[config.mk]
export PLATFORM = sky130hd
export DESIGN_NAME = fifomult_operand_rx
export DESIGN_NICKNAME = d
export VERILOG_FILES = /design/src/rtl/fifomult_operand_rx.sv
export SDC_FILE = /design/constraint.sdc
export NUM_CORES = 1
export LEC_CHECK = 0
export ABC_AREA = 1
export BUFFER_PORTS_ARGS = -buffer_cell sky130_fd_sc_hd__buf_2
export CAP_MARGIN = 20
export CORE_ASPECT_RATIO = 0.6
export CORE_MARGIN = 10
export CORE_UTILIZATION = 30
export DETAILED_ROUTE_END_ITERATION = 16
export GPL_TIMING_DRIVEN = 0
export MAX_ROUTING_LAYER = met4
export PLACE_DENSITY = 0.48
export SYNTH_ARGS = -nofsm -noshare
export SYNTH_HDL_FRONTEND = slang
export SYNTH_SLANG_ARGS = --single-unit
[constraint.sdc]
create_clock -name clk -period 3.3 [get_ports clk]
set_clock_uncertainty 0.2 [all_clocks]
set_input_delay 0.165 -clock clk [delete_from_list [all_inputs] [get_ports clk]]
set_output_delay 0.165 -clock clk [all_outputs]
set_load 0.05 [all_outputs]
[src/rtl/fifomult_operand_rx.sv]
// Receive side of the fifomult2024 serial operand link.
// Words arrive one per handshake and are parity checked. Consecutive words
// are paired as operand A then operand B. The pairs are queued in a small
// show-ahead FIFO and handed to the multiplier core over valid/ready. busy_out
// throttles the sender while the FIFO is full.
module fifomult_operand_rx #(
  parameter int DATA_W = 16,
  parameter int DEPTH  = 4
) (
  input  logic                     clk,
  input  logic                     rst_n,
  input  logic [DATA_W-1:0]        data_in,
  input  logic                     data_in_parity,
  input  logic                     data_in_valid,
  output logic                     busy_out,
  output logic                     pair_valid,
  input  logic                     pair_ready,
  output logic [DATA_W-1:0]        pair_a,
  output logic [DATA_W-1:0]        pair_b,
  output logic                     pair_parity_err,
  output logic [$clog2(DEPTH):0]   level,
  output logic                     overrun_err
);

  localparam int PW = $clog2(DEPTH);
  localparam int LW = PW + 1;

  typedef enum logic {
    PH_A,
    PH_B
  } phase_e;

  typedef struct packed {
    logic [DATA_W-1:0] a;
    logic [DATA_W-1:0] b;
    logic              err;
  } pair_t;

  phase_e            phase_q;
  logic [DATA_W-1:0] a_hold_q;
  logic              a_err_q;

  pair_t             mem_q [DEPTH];
  logic [PW-1:0]     wr_ptr_q;
  logic [PW-1:0]     rd_ptr_q;
  logic [LW-1:0]     level_q;
  logic [LW-1:0]     level_d;
  logic              busy_q;
  logic              overrun_q;

  logic              accept;
  logic              word_err;
  logic              push;
  logic              pop;
  pair_t             head;

  // A word is taken only while the sender is not being held off. An A word
  // never touches the FIFO, so only B accepts count as pushes.
  assign accept   = data_in_valid & ~busy_q;
  assign word_err = ((^data_in) != data_in_parity);
  assign push     = accept & (phase_q == PH_B);
  assign pop      = pair_valid & pair_ready;

  // Occupancy after this edge. busy_out is registered from this value, so it
  // rises together with the push that fills the FIFO.
  always_comb begin
    // NOTE: default assignment first so no path leaves level_d unassigned (no latch).
    level_d = level_q;
    if (push && !pop) begin
      level_d = level_q + LW'(1);
    end else if (pop && !push) begin
      level_d = level_q - LW'(1);
    end
  end

  // Phase FSM: hold operand A until its partner B arrives.
  always_ff @(posedge clk or negedge rst_n) begin
    if (!rst_n) begin
      phase_q  <= PH_A;
      a_hold_q <= '0;
      a_err_q  <= 1'b0;
    end else if (accept) begin
      // NOTE: non-blocking assignments so every register samples pre-edge values.
      unique case (phase_q)
        PH_A: begin
          a_hold_q <= data_in;
          a_err_q  <= word_err;
          phase_q  <= PH_B;
        end
        PH_B: begin
          phase_q  <= PH_A;
        end
        default: phase_q <= PH_A;
      endcase
    end
  end

  // Pair storage. The write is gated by push, so it never lands on an
  // occupied slot.
  // NOTE: storage has no reset; stale entries stay hidden because pair_valid is 0.
  always_ff @(posedge clk) begin
    if (push) begin
      mem_q[wr_ptr_q] <= '{a: a_hold_q, b: data_in, err: a_err_q | word_err};
    end
  end

  // Pointers, occupancy, back-pressure and the sticky overrun flag.
  always_ff @(posedge clk or negedge rst_n) begin
    if (!rst_n) begin
      wr_ptr_q  <= '0;
      rd_ptr_q  <= '0;
      level_q   <= '0;
      busy_q    <= 1'b0;
      overrun_q <= 1'b0;
    end else begin
      if (push) begin
        wr_ptr_q <= wr_ptr_q + PW'(1);
      end
      if (pop) begin
        rd_ptr_q <= rd_ptr_q + PW'(1);
      end
      level_q <= level_d;
      busy_q  <= (level_d == LW'(DEPTH));
      if (data_in_valid && busy_q) begin
        overrun_q <= 1'b1;
      end
    end
  end

  // Show-ahead head. Data is forced to zero while empty so that the outputs
  // read as zero after reset, whatever the storage holds.
  assign head            = mem_q[rd_ptr_q];
  assign pair_valid      = (level_q != '0);
  assign pair_a          = pair_valid ? head.a : '0;
  assign pair_b          = pair_valid ? head.b : '0;
  assign pair_parity_err = pair_valid & head.err;
  assign level           = level_q;
  assign busy_out        = busy_q;
  assign overrun_err     = overrun_q;

endmodule
==> results_dict.tcl <==
set metrics [dict create \
    fin_crit_ns 2.796 \
    numCtsBuffers 17 \
    syn_to_final_growth_pct 24.06 \
    yosys.area_share.simple_pct 14.27 \
    critPathCaptureType "output pin" \
    die_x_um 211.8 \
    reg2regPathDepth 5 \
    irDropWorstVdd_mv 0.5841 \
    coreArea_um2 21340 \
    cts_resized 0 \
    synth_xor_area_share_pct 1.966 \
    p_leak_nw 3.189 \
    clkTransAtPathRegs_ns 0.07 \
    gp_congestion 0.7369 \
    dpl.hpwl_um 11770 \
    power.density_nw_per_um2 1086 \
    startpoint "level[0]" \
    synth_ff_type "edfxtp_1" \
    start_kind "flip-flop" \
    crit_arrival_ns 2.43 \
    timing.final.crit_share_pct 84.73 \
    hold_path_class "input pin to asynchronous set/reset pin" \
    grt_setup_unrepaired "no" \
    grt_pass1_vias 4451 \
    die_area_um2 28600 \
    wl_per_cell_um 17.21 \
    r2r_setup_slack_ns 1.30 \
    nets 718 \
    slew_viol_final 0 \
    grt_start_max_net_pins 28 \
    fp-row-count 41 \
    synth_compound_area_share_pct 8.563 \
    netlist_area_um2 6619 \
    dr_wl_met2_um 7400 \
    r2r-start "wr_ptr_q[1]" \
    setup_viol 0 \
    relSlewSlack_pct 54.43 \
    clk_latency_ns 0.42 \
    portBuffers 59 \
    path_max_fanout 10 \
    grt-ovfl-total 0 \
    synth-seq-cells 159 \
    htree_levels 4 \
    cts_tree "done" \
    yosysTopAreaCell "edfxtp_1" \
    synth_top_family_by_area "simple AND/OR/NAND/NOR gates" \
    outcome "complete, no violations" \
    syn-num-nets 617 \
    met1_length_um 8516 \
    drive_gt1_share_pct 17.35 \
    start_util_pct 31.02 \
    cts_hold_buf 19 \
    n_antenna_cell 0 \
    fmax_mhz 357.6 \
    synthAdderAreaFrac_pct 1.323 \
    cts-root-buf "clkbuf_16" \
    grt_pass1_wl_um 25980 \
    drt_iter0_markers 298 \
    synthTopCellsByArea "edfxtp_1 60%, dfrtp_1 10%, nor2_1 7.9%" \
    grt_antenna_before_repair 0 \
    drv_cap 0 \
    synth_cell_type_count 27 \
    synth.avg_cell_area_um2 11.24 \
    drcViolationCount 0 \
    wl_met3_um 939 \
    yosys_warnings 0 \
    ant_nets 0 \
    via_per_inst 4.482 \
    final.setup.tns_ns 0 \
    cp.required_ns 2.93 \
    num_io_pins 60 \
    dr.pass1.iters 4 \
    synth_edf_count 132 \
    r2r-end "mem_q[1][17]" \
    crit_type "flip-flop to output pin" \
    seq_area_frac_synth_pct 70.09 \
    synth.mux.area_fraction_pct 0 \
    clk_path_buf_depth 2 \
    top_layer "met4" \
    setup.worst_path.end "pair_a[13]" \
    hold_ws_ns 0.1210 \
    clock-sinks 159 \
    routed_wl_um 16910 \
    tightestPinTransition_ns 0.6835 \
    die_h_um 135.1 \
    yosys.area.top_type_share_pct 59.89 \
    syn_inst 589 \
    cts_setup_buffers 0 \
    vias 4401 \
    grtUsageTotal_pct 12.33 \
    hold_viol 0 \
    synth-async-reset-ratio_pct 16.98 \
    fill_cells 2054 \
]
through the flow:
step | power (mW) | setup slack, ns | area, um^2 | cells | util [%]
after floorplan | 5.652 | 0.3949 | 6619 | 589 | -
after global placement | 6.727 | -0.5659 | 7263 | 927 | 34.03
after detailed placement | 6.857 | 0.9517 | 7381 | 931 | 34.59
after CTS | 9.034 | 0.4827 | 8212 | 982 | 38.48
after global routing | 9.427 | 0.3754 | 8212 | 982 | 38.48
final | 8.918 | 0.5040 | 8212 | 982 | 38.48
power by group:
part	total, mW	internal (mW)	leakage (nW)	switching, mW
sequential	2.92	2.67	1.53	0.246
clock	2.15	1.37	0.301	0.780
combinational	3.85	0.921	1.36	2.93
worst min-delay path by stage:
stage	startpoint	slack [ns]	cells after the start	endpoint
2_1_floorplan	rst_n	-0.33	0	a_err_q
3_3_place_gp	rst_n	0.03	1	a_hold_q[15]
3_5_place_dp	rst_n	0.05	1	a_err_q
4_1_cts	data_in_parity	0.12	7	a_err_q
5_1_grt	data_in_parity	0.20	6	a_err_q
6_report	rst_n	0.12	2	a_err_q
area by class of cell:
cell class                      instances  area (um^2)  share of cell area (%)
Timing Repair Buffer                   82        573.1                   6.979
Inverter                               31        121.4                   1.478
Multi-Input combinational cell        371         1759                   21.42
Tap cell                              279        349.1                   4.251
Buffer                                 28        128.9                   1.569
Clock inverter                         10        186.4                   2.270
Sequential cell                       159         4639                   56.50
Clock buffer                           22        454.2                   5.531
synth_stat cells, types with 5 or more instances:
| cell | n |
|---|---|
| xor2_1 | 7 |
| ha_1 | 7 |
| clkbuf_1 | 10 |
| dfrtp_1 | 27 |
| nor2_1 | 140 |
| o21ai_1 | 5 |
| inv_1 | 28 |
| a21oi_1 | 34 |
| buf_2 | 12 |
| nand2_1 | 88 |
| xnor2_1 | 6 |
| edfxtp_1 | 132 |
| o21ai_0 | 69 |
routing by layer:
metal	track usage, %	vias up
li1	-	2183
met1	16.93	2113
met2	17.79	101
met3	2.773	4
met4	3.658	0
met5	-	-
layout by cell type, fill, tap and decap left out, drive strengths merged:
master       synthesis  routed
inv                 30      31
clkinv               1       2
nor2               141     141
dlygate4sd3          0      19
dfrtp               27      27
nand2               92      92
xor2                 8       8
buf                 14      77
nand3                5       5
xnor2                6       6
bufinv               0       5
o22ai                1       1
a21o                 1       1
ha                   7       7
o21ai               74      74
a21oi               34      34
clkinvlp             0       3
clkbuf              14      36
a31oi                2       2
edfxtp             132     132
critical path, stage by stage, from the launching register on:
cell and delay [ns]:
dfrtp_1 0.39, inv_1 0.16, ha_1 0.22, nand2_4 0.08
inv_1 0.21, clkbuf_1 0.56, a21oi_1 0.13, buf_2 0.26
kinds of logic after synthesis:
group                    after synthesis
AO/OA/AOI/OAI                        112
buffers and inverters                 59
adder cells (fa/ha/maj)                7
AND/OR/NAND/NOR                      238
flip-flops                           159
XOR/XNOR                              14
flip-flops by register name, indices dropped and copies added, names as in the netlist:
register and count:
mem_q 132, phase_q 1, a_err_q 1, a_hold_q 16, wr_ptr_q 2, overrun_err 1, busy_out 1, level 3
rd_ptr_q 2
(Power assumes the default switching activity.)
